**config.mk**
```make
export PLATFORM = sky130hd
export DESIGN_NAME = csa_tree_pipelined
export DESIGN_NICKNAME = d
export VERILOG_FILES = /design/src/rtl/csa_tree_pipelined.sv
export SDC_FILE = /design/constraint.sdc
export NUM_CORES = 1
export LEC_CHECK = 0
export CAP_MARGIN = 20
export CELL_PAD_IN_SITES_DETAIL_PLACEMENT = 1
export CELL_PAD_IN_SITES_GLOBAL_PLACEMENT = 2
export CORE_MARGIN = 2
export CORE_UTILIZATION = 35
export DETAILED_ROUTE_END_ITERATION = 16
export GPL_ROUTABILITY_DRIVEN = 0
export PLACE_DENSITY_LB_ADDON = 0.2
export SETUP_SLACK_MARGIN = 0.2
export SLEW_MARGIN = 30
export SYNTH_ARGS = -nofsm -noshare
export SYNTH_HDL_FRONTEND = slang
export SYNTH_SLANG_ARGS = --single-unit
```
**constraint.sdc**
```tcl
create_clock -name clk -period 2.8 [get_ports clk]
set_input_delay 0.84 -clock clk [delete_from_list [all_inputs] [get_ports clk]]
set_output_delay 0.84 -clock clk [all_outputs]
set_load 0.01 [all_outputs]
```
**src/rtl/csa_tree_pipelined.sv**
```systemverilog
// Pipelined multi-operand carry-save reduction tree: cascaded 3:2 compressor levels,
// one register stage per level, then a registered carry-propagate add.
module csa_tree_pipelined #(
  parameter int  WIDTH   = 8,
  parameter int  NUM_OPS = 4,
  localparam int OW      = WIDTH + $clog2(NUM_OPS)
) (
  input  logic                     clk,
  input  logic                     rst,
  input  logic                     in_valid,
  output logic                     in_ready,
  input  logic [NUM_OPS*WIDTH-1:0] in_ops,
  output logic                     out_valid,
  input  logic                     out_ready,
  output logic [OW-1:0]            out_psum,
  output logic [OW-1:0]            out_sco,
  output logic [OW-1:0]            out_sum
);

  // Number of vectors left after lvl compressor levels.
  function automatic int ops_after(input int lvl);
    int n = NUM_OPS;
    for (int i = 0; i < lvl; i++) n = n - n / 3;
    return n;
  endfunction

  function automatic int num_levels();
    int n = NUM_OPS;
    int l = 0;
    for (int i = 0; i < 16; i++) begin
      if (n > 2) begin
        n = n - n / 3;
        l++;
      end
    end
    return l;
  endfunction

  localparam int L = num_levels();

  if (NUM_OPS < 3 || NUM_OPS > 16) begin : g_bad_num_ops
    $error("csa_tree_pipelined: NUM_OPS must be in 3..16");
  end

  // ld[k]: stage k captures this cycle; ld[L+1] is the output stage.
  logic [L+1:1] ld;

  assign ld[L+1]  = !out_valid || out_ready;
  assign in_ready = ld[1];

  for (genvar i = 0; i <= L; i++) begin : g_stg
    localparam int N = ops_after(i);
    logic [OW-1:0] q [N];
    logic          v;

    if (i == 0) begin : g_src
      always_comb begin
        for (int j = 0; j < N; j++) q[j] = {{(OW-WIDTH){1'b0}}, in_ops[j*WIDTH +: WIDTH]};
      end
      assign v = in_valid;
    end else begin : g_lvl
      localparam int NIN = ops_after(i - 1);
      localparam int NT  = NIN / 3;
      logic [OW-1:0] src [NIN];
      logic [OW-1:0] nxt [N];
      logic          src_v;

      assign src   = g_stg[i-1].q;
      assign src_v = g_stg[i-1].v;

      // NOTE: every always_comb output gets a default first so no path infers a latch.
      always_comb begin
        for (int j = 0; j < N; j++) nxt[j] = '0;
        for (int t = 0; t < NT; t++) begin
          nxt[2*t]   = src[3*t] ^ src[3*t+1] ^ src[3*t+2];
          nxt[2*t+1] = ((src[3*t] & src[3*t+1]) | (src[3*t] & src[3*t+2]) |
                        (src[3*t+1] & src[3*t+2])) << 1;
        end
        for (int j = 3 * NT; j < NIN; j++) nxt[j-NT] = src[j];
      end

      assign ld[i] = !v || ld[i+1];

      // NOTE: sequential state uses non-blocking assignments so all stages shift on the same edge.
      // NOTE: pipeline data registers are cleared on reset too, so outputs read 0 after reset.
      always_ff @(posedge clk or posedge rst) begin
        if (rst) begin
          v <= 1'b0;
          for (int j = 0; j < N; j++) q[j] <= '0;
        end else if (ld[i]) begin
          v <= src_v;
          q <= nxt;
        end
      end
    end
  end

  // Final level always yields {psum, shifted carry}; resolve them in the output stage.
  always_ff @(posedge clk or posedge rst) begin
    if (rst) begin
      out_valid <= 1'b0;
      out_psum  <= '0;
      out_sco   <= '0;
      out_sum   <= '0;
    end else if (ld[L+1]) begin
      out_valid <= g_stg[L].v;
      out_psum  <= g_stg[L].q[0];
      out_sco   <= g_stg[L].q[1];
      out_sum   <= g_stg[L].q[0] + g_stg[L].q[1];
    end
  end

endmodule

```
==> impl_metrics.py, run 1 <==
metrics = {
    "run_status": {
        "outcome": "finished, final reports clean",
    },
    "timing": {
        "final_max_slew_viol_count": 0,
        "post-route-period-util": 0.8776,
        "fmax_ghz": 0.4070,
        "grt_setup_unrepaired": "false",
        "setup-violations-final": 0,
        "hold_viol_final": 0,
        "min_period_ns": 2.457,
        "skew_ns": 0.008247,
    },
    "cts": {
        "ctsHoldBuffers": 0,
        "cts_max_level": 3,
        "clock-root-buffer": "clkbuf_8",
        "clkSinkCount": 70,
        "clk_latency_ns": 0.34,
        "cts_tree": "yes",
        "clkTransAtPathRegs_ns": 0.07,
        "cts_buffers": 9,
        "clockBufferDepth": 2,
    },
    "setup_path": {
        "r2r_slack_ns": 0.67,
        "rr_endpoint": "out_sum[9]$_DFFE_PP0P_",
        "critPathLaunch": "out_ready",
        "r2r-start": "g_stg[2].q[1]$_DFFE_PP0P_",
        "crit_path_max_incr_delay_ns": 0.27,
        "critPathBufInv": 2,
        "path_cells": "dlygate4sd2_1, nor2b_4, nand3_4, clkdlybuf4s15_2",
        "crit_required_ns": 1.96,
        "cp_top_family": "buffers and inverters",
        "cp_slowest_cell": "dlygate4sd2_1",
        "cp_num_cells": 4,
        "critPathKind": "input port to primary output",
        "arrival_ns": 1.62,
        "worst-path-max-fanout": 2,
        "rr_worst_depth": 6,
        "startpoint_type": "input port",
        "crit_path_end": "in_ready",
        "cp-end-kind": "primary output",
    },
    "synthesis": {
        "syn_area_um2": 3384,
        "synth_commonest_cells": "dfrtp_1, nand2_1, mux2_4",
        "synthDistinctLibCells": 38,
        "synth_flop_cell": "dfrtp_1",
        "synth_largest_area_cell": "dfrtp_1",
        "ys_top_cells_by_area": "dfrtp_1, fa_1, mux2_4",
        "synth_most_common_cell": "dfrtp_1",
        "synth_edf_count": 0,
        "ys_ff_latch": 70,
        "async_reset_ff_frac": 1.000,
        "synth_top_area_share": 0.5176,
        "yosys_warnings": 0,
        "synthCells": 259,
        "synth_area_per_cell_um2": 13.07,
        "ys_seq_area_frac": 0.5176,
    },
    "floorplan": {
        "die_area_um2": 10470,
        "initial_utilization": 0.3628,
        "std_cell_rows": 35,
        "core_um2": 9328,
        "die_h_um": 102.3,
        "io_pins": 68,
        "die_w_um": 102.3,
    },
    "layout": {
        "fin_cells": 462,
        "antenna-diode-count": 0,
        "ff_latch_area_um2": 1752,
        "fin_nets": 389,
        "final_util": 0.4680,
        "syn_to_final_growth_pct": 28.98,
        "design_area_um2": 4365,
        "drive_above_1_share": 0.1772,
        "fillers": 1001,
        "multiInputGateArea_um2": 1543,
    },
    "placed_design": {
        "dpl_cell_area_um2": 4158,
        "hpwl_mm": 5.100,
        "placed_cells": 446,
        "io_buffers": 64,
    },
    "hold_path": {
        "hp-class": "register to register",
    },
    "detailed_routing": {
        "met3_length_um": 236,
        "dr.max_layer_used": "met4",
        "avgViaCountPerCell": 4.617,
        "remaining_drc_errors": 0,
        "dr.pass1.iters": 4,
        "drt_iter0_markers": 49,
        "drt_wl_total_mm": 6.845,
        "met2WireLength_mm": 3.231,
        "ant_nets": 0,
        "post_drt_wl_per_cell_um": 14.82,
        "wl_met1_mm": 3.233,
        "vias": 2133,
    },
    "global_route": {
        "grt_max_degree": 53,
        "antenna_found_initial": 0,
        "overflow": 0,
        "grt_pass1_vias": 2298,
        "grt_first_pass_wirelength_mm": 11.77,
        "grt_usage": 0.1509,
    },
    "power_and_ir_drop": {
        "power_density_nw_per_um2": 856.1,
        "ir_drop_uv": 253.6,
        "power_leakage_uw": 0.001969,
    },
    "job": {
        "cap_viol_max_count": 0,
    },
}
-- cell usage in the layout (no fill, tap or decap), types with 6 or more instances in the layout --
cell type / count
dfrtp_1: 70
mux2_4: 18
nand2_1: 62
nand2b_1: 6
clkdlybuf4s50_1: 62
ha_1: 9
mux2_1: 9
fa_1: 16
mux2_2: 14
clkbuf_8: 11
-- sequential cells by signal, indices dropped and copies added, names as in the netlist --
signal,cells
out_sum,10
g_stg.q,41
out_psum,8
out_sco,8
out_valid,1
g_stg.v,2
-- layer usage --
layer,vias up,global-route usage
li1,1018,-
met1,1057,0.2039
met2,48,0.2328
met3,10,0.03078
met4,0,0.07385
met5,-,0
-- how the worst min path moves through the flow --
stage          cells past startpoint  slack, ns                     end                        from
2_1_floorplan                      2       0.44  out_sum[0]$_DFFE_PP0P_  g_stg[2].q[10]$_DFFE_PP0P_
3_3_place_gp                       2       0.45  out_sum[1]$_DFFE_PP0P_      out_sum[1]$_DFFE_PP0P_
3_5_place_dp                       2       0.46  out_sum[1]$_DFFE_PP0P_      out_sum[1]$_DFFE_PP0P_
4_1_cts                            2       0.47  out_sco[6]$_DFFE_PP0P_      out_sco[6]$_DFFE_PP0P_
5_1_grt                            2       0.48  out_sum[2]$_DFFE_PP0P_      out_sum[2]$_DFFE_PP0P_
6_report                           2       0.46  out_sco[6]$_DFFE_PP0P_      out_sco[6]$_DFFE_PP0P_
-- cells by family (layout without fill, tap and decap cells) --
family | count (synthesis) | in the layout | synth area share
flops | 70 | 70 | 0.5176
mux | 42 | 42 | 0.1593
buf+inv | 15 | 87 | 0.02883
fa+ha+maj | 25 | 25 | 0.1279
simple gates | 83 | 83 | 0.1131
xor+xnor | 1 | 1 | 0.002588
compound gates | 22 | 22 | 0.04954
other cells | 1 | 3 | 0.001108
-- metrics by stage --
stage	TNS [ns]	hold WS (ns)	total power, uW	setup WS (ns)
3_3_place_gp	-0.1464	0.4493	2895	-0.1464
3_5_place_dp	-0.1426	0.4556	2940	-0.1426
6_report	0	0.4628	3737	0.3427
5_1_grt	0	0.4848	4035	0.2974
2_1_floorplan	0	0.4387	2327	0.5961
4_1_cts	0	0.4720	3810	0.3153
-- area by class of cell --
type                       count  area share
sequential                    70      0.4013
multi-input combinational    176      0.3534
timing repair buffer          69      0.1582
tap                          129     0.03697
clock buffer                  11     0.03468
clock inverter                 5     0.01290
inverter                       2    0.002580
-- what timing repair did --
| item | in CTS | in global routing |
|---|---|---|
| setup buffers | 0 | 0 |
| setup endpoints to repair | 1 | 0 |
| gates resized for setup | 4 | 0 |
-- power by group --
group	leakage (uW)	switching, uW	internal (uW)
Clock	0.000106	387	460
Sequential	0.000824	217	1300
Combinational	0.00104	616	757
Total	0.00197	1220	2520
-- tightest hold or removal path: stages, from the launching register on --
cell     delay, ns
dfrtp_1       0.34
nand2_1       0.05
nand2_1       0.04
No activity file was read; power rests on OpenSTA's default activity.
==> inputs of run 2 (changes only) <==
--- a/config.mk
+++ b/config.mk
@@ -5,7 +5,6 @@
 export SDC_FILE = /design/constraint.sdc
 export NUM_CORES = 1
 export LEC_CHECK = 0
-export CAP_MARGIN = 20
 export CELL_PAD_IN_SITES_DETAIL_PLACEMENT = 1
 export CELL_PAD_IN_SITES_GLOBAL_PLACEMENT = 2
 export CORE_MARGIN = 2
==> results of run 2 <==
Same layout as run 1: the final DEF is identical, and so are final timing and power.
==> inputs of run 3 (changes only) <==
--- a/config.mk
+++ b/config.mk
@@ -5,15 +5,16 @@
 export SDC_FILE = /design/constraint.sdc
 export NUM_CORES = 1
 export LEC_CHECK = 0
+export ABC_AREA = 1
+export ABC_CLOCK_PERIOD_IN_PS = 2800
 export CELL_PAD_IN_SITES_DETAIL_PLACEMENT = 1
 export CELL_PAD_IN_SITES_GLOBAL_PLACEMENT = 2
 export CORE_MARGIN = 2
-export CORE_UTILIZATION = 35
+export CORE_UTILIZATION = 31
 export DETAILED_ROUTE_END_ITERATION = 16
 export GPL_ROUTABILITY_DRIVEN = 0
 export PLACE_DENSITY_LB_ADDON = 0.2
 export SETUP_SLACK_MARGIN = 0.2
-export SLEW_MARGIN = 30
 export SYNTH_ARGS = -nofsm -noshare
 export SYNTH_HDL_FRONTEND = slang
 export SYNTH_SLANG_ARGS = --single-unit
==> run 3 against run 2 <==
Net effect: fmax decreased by 1.6%; sequential power is 5% lower; sequential share of layout area down 0.44 points; utilization fell by 5.7 points.
==> impl_metrics.py, run 3 <==
metrics = {
    "floorplan": {
        "die_w_um": 108.3,
        "initial_utilization": 0.3139,
        "io_pins": 68,
        "die_h_um": 108.3,
        "std_cell_rows": 38,
        "core_um2": 10750,
        "die_area_um2": 11730,
    },
    "setup_path": {
        "r2r-start": "g_stg[2].q[1]$_DFFE_PP0P_",
        "arrival_ns": 1.66,
        "crit_required_ns": 1.96,
        "cp_slowest_cell": "or2_4",
        "crit_path_max_incr_delay_ns": 0.26,
        "worst-path-max-fanout": 2,
        "path_cells": "dlygate4sd2_1, or2_4, nor2_8, nand2_4, buf_6",
        "startpoint_type": "input port",
        "cp-end-kind": "primary output",
        "critPathKind": "input port to primary output",
        "critPathLaunch": "out_ready",
        "critPathBufInv": 2,
        "cp_top_family": "simple AND/OR/NAND/NOR gates",
    },
    "detailed_routing": {
        "drt_wl_total_mm": 7.501,
        "drt_iter0_markers": 89,
        "post_drt_wl_per_cell_um": 13.07,
        "vias": 2503,
        "remaining_drc_errors": 0,
        "ant_nets": 0,
        "dr.pass1.iters": 4,
        "avgViaCountPerCell": 4.361,
    },
    "placed_design": {
        "io_buffers": 64,
        "dpl_cell_area_um2": 4174,
        "post-place-ws_ns": -0.2790,
        "hpwl_mm": 5.603,
        "placed_cells": 558,
    },
    "synthesis": {
        "ys_ff_latch": 70,
        "ys_seq_area_frac": 0.5193,
        "syn_area_um2": 3373,
        "ys_top_cells_by_area": "dfrtp_1, nand2_1, fa_1",
        "synth_flop_cell": "dfrtp_1",
        "synthDistinctLibCells": 22,
        "synth_commonest_cells": "nand2_1, dfrtp_1, nand3_1",
        "synthCells": 364,
        "synthAdderAreaFrac": 0.1283,
        "async_reset_ff_frac": 1.000,
        "synth_compound_area_frac": 0.05007,
        "synthMuxAreaShare": 0,
        "synth_area_per_cell_um2": 9.267,
        "synth-simple-area-share": 0.2311,
        "synth_top_family_by_area": "simple AND/OR/NAND/NOR gates",
        "yosys.area_share.xor_xnor": 0,
        "synth_largest_area_cell": "dfrtp_1",
        "yosys_warnings": 0,
        "synth_most_common_cell": "nand2_1",
        "synth_edf_count": 0,
        "synth_top_area_share": 0.5193,
    },
    "timing": {
        "final_max_slew_viol_count": 0,
        "skew_ns": 0.007245,
        "min_period_ns": 2.496,
        "grt_setup_unrepaired": "false",
        "fmax_ghz": 0.4006,
        "hold_viol_final": 0,
        "post-route-period-util": 0.8915,
        "worst_slack_ns": 0.3037,
        "setup-violations-final": 0,
    },
    "cts": {
        "clockBufferDepth": 2,
        "clkSinkCount": 70,
        "ctsHoldBuffers": 0,
        "clk_latency_ns": 0.35,
        "cts_resized": 8,
        "clkTransAtPathRegs_ns": 0.08,
        "cts_setup_buffers": 0,
        "cts_max_level": 3,
        "clock-root-buffer": "clkbuf_8",
        "cts_buffers": 9,
        "cts_tree": "yes",
    },
    "layout": {
        "design_area_um2": 4414,
        "fin_nets": 490,
        "final_common_cell": "nand2_1",
        "fin_cells": 574,
        "largest_reg_flops": 41,
        "drive_above_1_share": 0.07604,
        "syn_to_final_growth_pct": 30.86,
        "regMostFlops": "g_stg.q",
        "final_cell_mix": "nand2_1, dfrtp_1, clkdlybuf4s50_1, nand3_1, inv_1",
        "top_regs": "g_stg.q: 41 flops, out_sum: 10 flops",
        "antenna-diode-count": 0,
    },
    "global_route": {
        "grtUsageMet2": 0.2179,
        "use_met1": 0.1946,
        "grt_usage": 0.1423,
        "overflow": 0,
        "antenna_found_initial": 0,
        "grt-busiest-layer": "met2",
        "grt_pass1_vias": 2626,
        "use_met3": 0.02652,
        "grt_first_pass_wirelength_mm": 12.77,
        "grt_max_degree": 45,
    },
    "job": {
        "cap_viol_max_count": 0,
    },
    "power_and_ir_drop": {
        "power_density_nw_per_um2": 826.6,
        "ir_drop_uv": 264.9,
        "power_leakage_uw": 0.002155,
    },
    "hold_path": {
        "hold_start": "out_sum[2]$_DFFE_PP0P_",
        "hp-class": "register to register",
    },
    "run_status": {
        "outcome": "finished, final reports clean",
    },
}
-- run 3: changes by cell type after synthesis, sizes merged, moves of 5 or more --
| cell | change |
|---|---|
| nand3 | +31 |
| mux2 | -41 |
| nand2b | -6 |
| a211oi | -5 |
| buf | +6 |
| nand2 | +75 |
| nor2 | +6 |
| inv | +26 |
| o21ai | +23 |
-- run 3: final cells by class --
class	instances	area [um2]
well taps	140	175.2
multi-input cells	247	1400
flip-flops and latches	70	1752
fillers	1256	6331
inverters	28	108.9
clock buffers	11	151.4
clock inverters	5	81.33
repair buffers	73	745.7
-- run 3: stage by stage --
step	power, uW	util	hold WS (ns)	setup TNS, ns
2_1_floorplan	2168	-	0.4492	0
3_3_place_gp	2729	0.3884	0.4594	-0.2681
3_5_place_dp	2757	0.3884	0.4646	-0.2790
4_1_cts	3720	0.4108	0.4841	0
5_1_grt	3957	0.4108	0.5085	0
6_report	3649	0.4108	0.4744	0
-- run 3: worst register-to-register path: cells and delay by family (launching register included) --
family                   cells  cell delay (ns)
adder cells (fa/ha/maj)      2             0.66
flip-flops                   1             0.42
AND/OR/NAND/NOR              7             0.60
-- run 3: path summary, 6_finish.rpt --
check | to | slack (ns) | cells after the start
min in group asynchronous | out_sco[3]$_DFFE_PP0P_ | 0.90 | 3
worst max-delay path | in_ready | 0.30 | 5
worst min register to register | out_sum[2]$_DFFE_PP0P_ | 0.47 | 2
worst max register to register | out_sum[7]$_DFFE_PP0P_ | 1.06 | 9
worst min-delay path | out_sum[2]$_DFFE_PP0P_ | 0.47 | 2
max in group asynchronous | out_psum[2]$_DFFE_PP0P_ | 1.65 | 3
-- run 3: logic make-up after synthesis --
kind of cell | after synthesis
flip-flops | 70
AO/OA/AOI/OAI | 33
adder cells (fa/ha/maj) | 25
buffers and inverters | 49
other | 1
AND/OR/NAND/NOR | 186
-- run 3: power breakdown --
| group | internal (uW) | total (uW) | switching (uW) |
|---|---|---|---|
| sequential | 1280 | 1450 | 175 |
| clock | 550 | 936 | 385 |
| combinational | 615 | 1260 | 645 |
| total | 2440 | 3650 | 1210 |
-- run 3: layer usage --
layer / vias up / routed length (um) / part of all wire
met5: - / 0 / 0
met4: 0 / 148 / 0.020
met3: 11 / 325 / 0.043
met2: 59 / 3358 / 0.45
met1: 1177 / 3668 / 0.49
li1: 1256 / - / -
==> variant: new RTL, flow settings as in run 3 <==
`WIDTH`: 8 -> 6.
--- a/src/rtl/csa_tree_pipelined.sv
+++ b/src/rtl/csa_tree_pipelined.sv
@@ -1,7 +1,7 @@
 // Pipelined multi-operand carry-save reduction tree: cascaded 3:2 compressor levels,
 // one register stage per level, then a registered carry-propagate add.
 module csa_tree_pipelined #(
-  parameter int  WIDTH   = 8,
+  parameter int  WIDTH   = 6,
   parameter int  NUM_OPS = 4,
   localparam int OW      = WIDTH + $clog2(NUM_OPS)
 ) (
Ports: changed (resized in_ops, out_psum, out_sco and out_sum); port bits go from 68 to 54. The function was not compared with the original's and may differ.
==> variant against run 3 <==
Synthesized area is 24% lower; non-clock buffer count shrank 20; sequential cell count is 16 lower; setup slack improved by 0.0057 ns; routed wire length shrank 37%; cell area down 27%; register-to-register slack improved by 0.18 ns; largest cell class unchanged; total power down 35%.
==> variant: results (changes against run 3) <==
Pwr
  • P_leak: 0.00156 µW (-28%)
  • Worst IR drop on VDD: 0.215 mV (-19%)

Yosys
  • Ys async rst share: 100% (unchanged)
  • Synth cell types: 22 (unchanged)
  • Mapped Cells: 265 (-27%)
  • Top post-synthesis cells by area: dfrtp_1 (53%), nand2_1 (9.9%), fa_1 (9.3%)
  • Part of the Yosys area used for sequential elements: 52.5% (+0.60 points)
  • Post-synth top cells: nand2_1 (68), dfrtp_1 (54), inv_1 (43), o21ai_0 (31), fa_1 (12)

Global routing
  • Largest net degree at the start of global routing: 38 (-16%)
  • Vias in the first global route: 1825 (-31%)
  • First-pass GRT wire length: 8.64 mm (-32%)

Layout
  • Fin cells: 418 (-27%)
  • Fillers: 932 (-26%)
  • Top flop regs: g_stg.q x31, out_sum x8
  • Final nets: 361 (-26%)
  • Layout cells sized above 1: 7.35% (-0.26 points)

Placed design
  • PortBufs: 50 (-22%)
  • HPWL after detailed placement: 3.61 mm (-36%)
  • Cells after DPL: 412 (-26%)

Clocking
  • PostCTS Resize Cnt: 3 (-5)
  • Clk_lat worst skew: 0.30 ns (-0.05 ns)
  • H-tree depth: 2 (-1)
  • Clock-pin transition on the worst setup and hold timing paths: 0.09 ns
  • CTS buffer count: 5 (-4)

Worst setup path
  • FF-to-FF path depth: 9 (unchanged)
  • Reg2reg setup slack: 1.24 ns (+0.18 ns)

Drt
  • Routed len/inst: 11.3 µm (-13%)
  • Drt initial violations: 67 (-25%)
  • Vias per cell: 4.28 (-1.8%)

Hold path
  • Worst min path class: flip-flop to flip-flop
  • Hold_sp: out_sum[1]
  • Worst Hold Path EP: out_sum[1]

Status
  • Status: complete, no violations

Timing
  • Setup Skew: 0.0100 ns (+0.00278 ns)
variant: cell types whose count changed after synthesis, sizes merged, moves of 3 or more:
cell,delta
buf,-6
inv,+15
fa,-4
dfrtp,-16
o21ai,+21
nand2,-69
nand3,-28
or2,-3
variant: through the flow:
| stage | power [µW] | area (µm²) | hold WS, ns | utilization, % | setup WS (ns) |
|---|---|---|---|---|---|
| 3_5_place_dp | 2010 | 3150 | 0.466 | 38.7 | -0.0482 |
| 5_1_grt | 2610 | 3230 | 0.518 | 39.7 | 0.279 |
| 2_1_floorplan | 1610 | 2580 | 0.454 | - | 0.563 |
| 4_1_cts | 2450 | 3230 | 0.492 | 39.8 | 0.206 |
| 3_3_place_gp | 1980 | 3150 | 0.466 | 38.7 | -0.0540 |
| 6_report | 2390 | 3230 | 0.486 | 39.7 | 0.309 |
variant: kinds of logic after synthesis:
family / Yosys count / share of synthesized area (%)
adders and majority gates: 19 / 12.7
DFF: 54 / 52.5
AOI/OAI and AO/OA: 52 / 11.4
and+or+nand+nor: 83 / 13.2
other: 1 / 0.146
buffers and inverters: 56 / 10.0
variant: metal layers:
layer	GRT usage, %	up-vias	part of all wire, %
met5	0	-	0
met2	17.8	37	44
li1	-	903	-
met4	4.71	0	1.8
met1	18.0	843	50
met3	2.53	7	4.0
variant: worst max-delay path by stage:
| stage | startpoint | endpoint | slack (ns) | cells past startpoint |
|---|---|---|---|---|
| 2_1_floorplan | out_ready | in_ready | 0.56 | 4 |
| 3_3_place_gp | out_ready | in_ready | -0.05 | 4 |
| 3_5_place_dp | out_ready | in_ready | -0.05 | 4 |
| 4_1_cts | out_ready | in_ready | 0.21 | 4 |
| 5_1_grt | out_ready | in_ready | 0.28 | 4 |
| 6_report | out_ready | in_ready | 0.31 | 4 |
variant: final cells by class:
| type | instances | share of cell area, % |
|---|---|---|
| Inverter | 43 | 5.00 |
| Timing Repair Buffer | 53 | 16.4 |
| Multi-Input combinational cell | 157 | 30.1 |
| Sequential cell | 54 | 41.9 |
| Tap cell | 105 | 4.07 |
| Clock buffer | 6 | 2.56 |
variant: worst max-delay path, stage by stage:
cell	delay, ns
clkdlybuf4s50_1	0.45
nor2_4	0.13
nand3_2	0.08
buf_2	0.15
variant: report_power, final:
group | switching [µW] | total (µW) | internal [µW]
clock network | 230 | 421 | 191
registers | 116 | 1100 | 981
logic | 439 | 868 | 429
total | 784 | 2390 | 1600
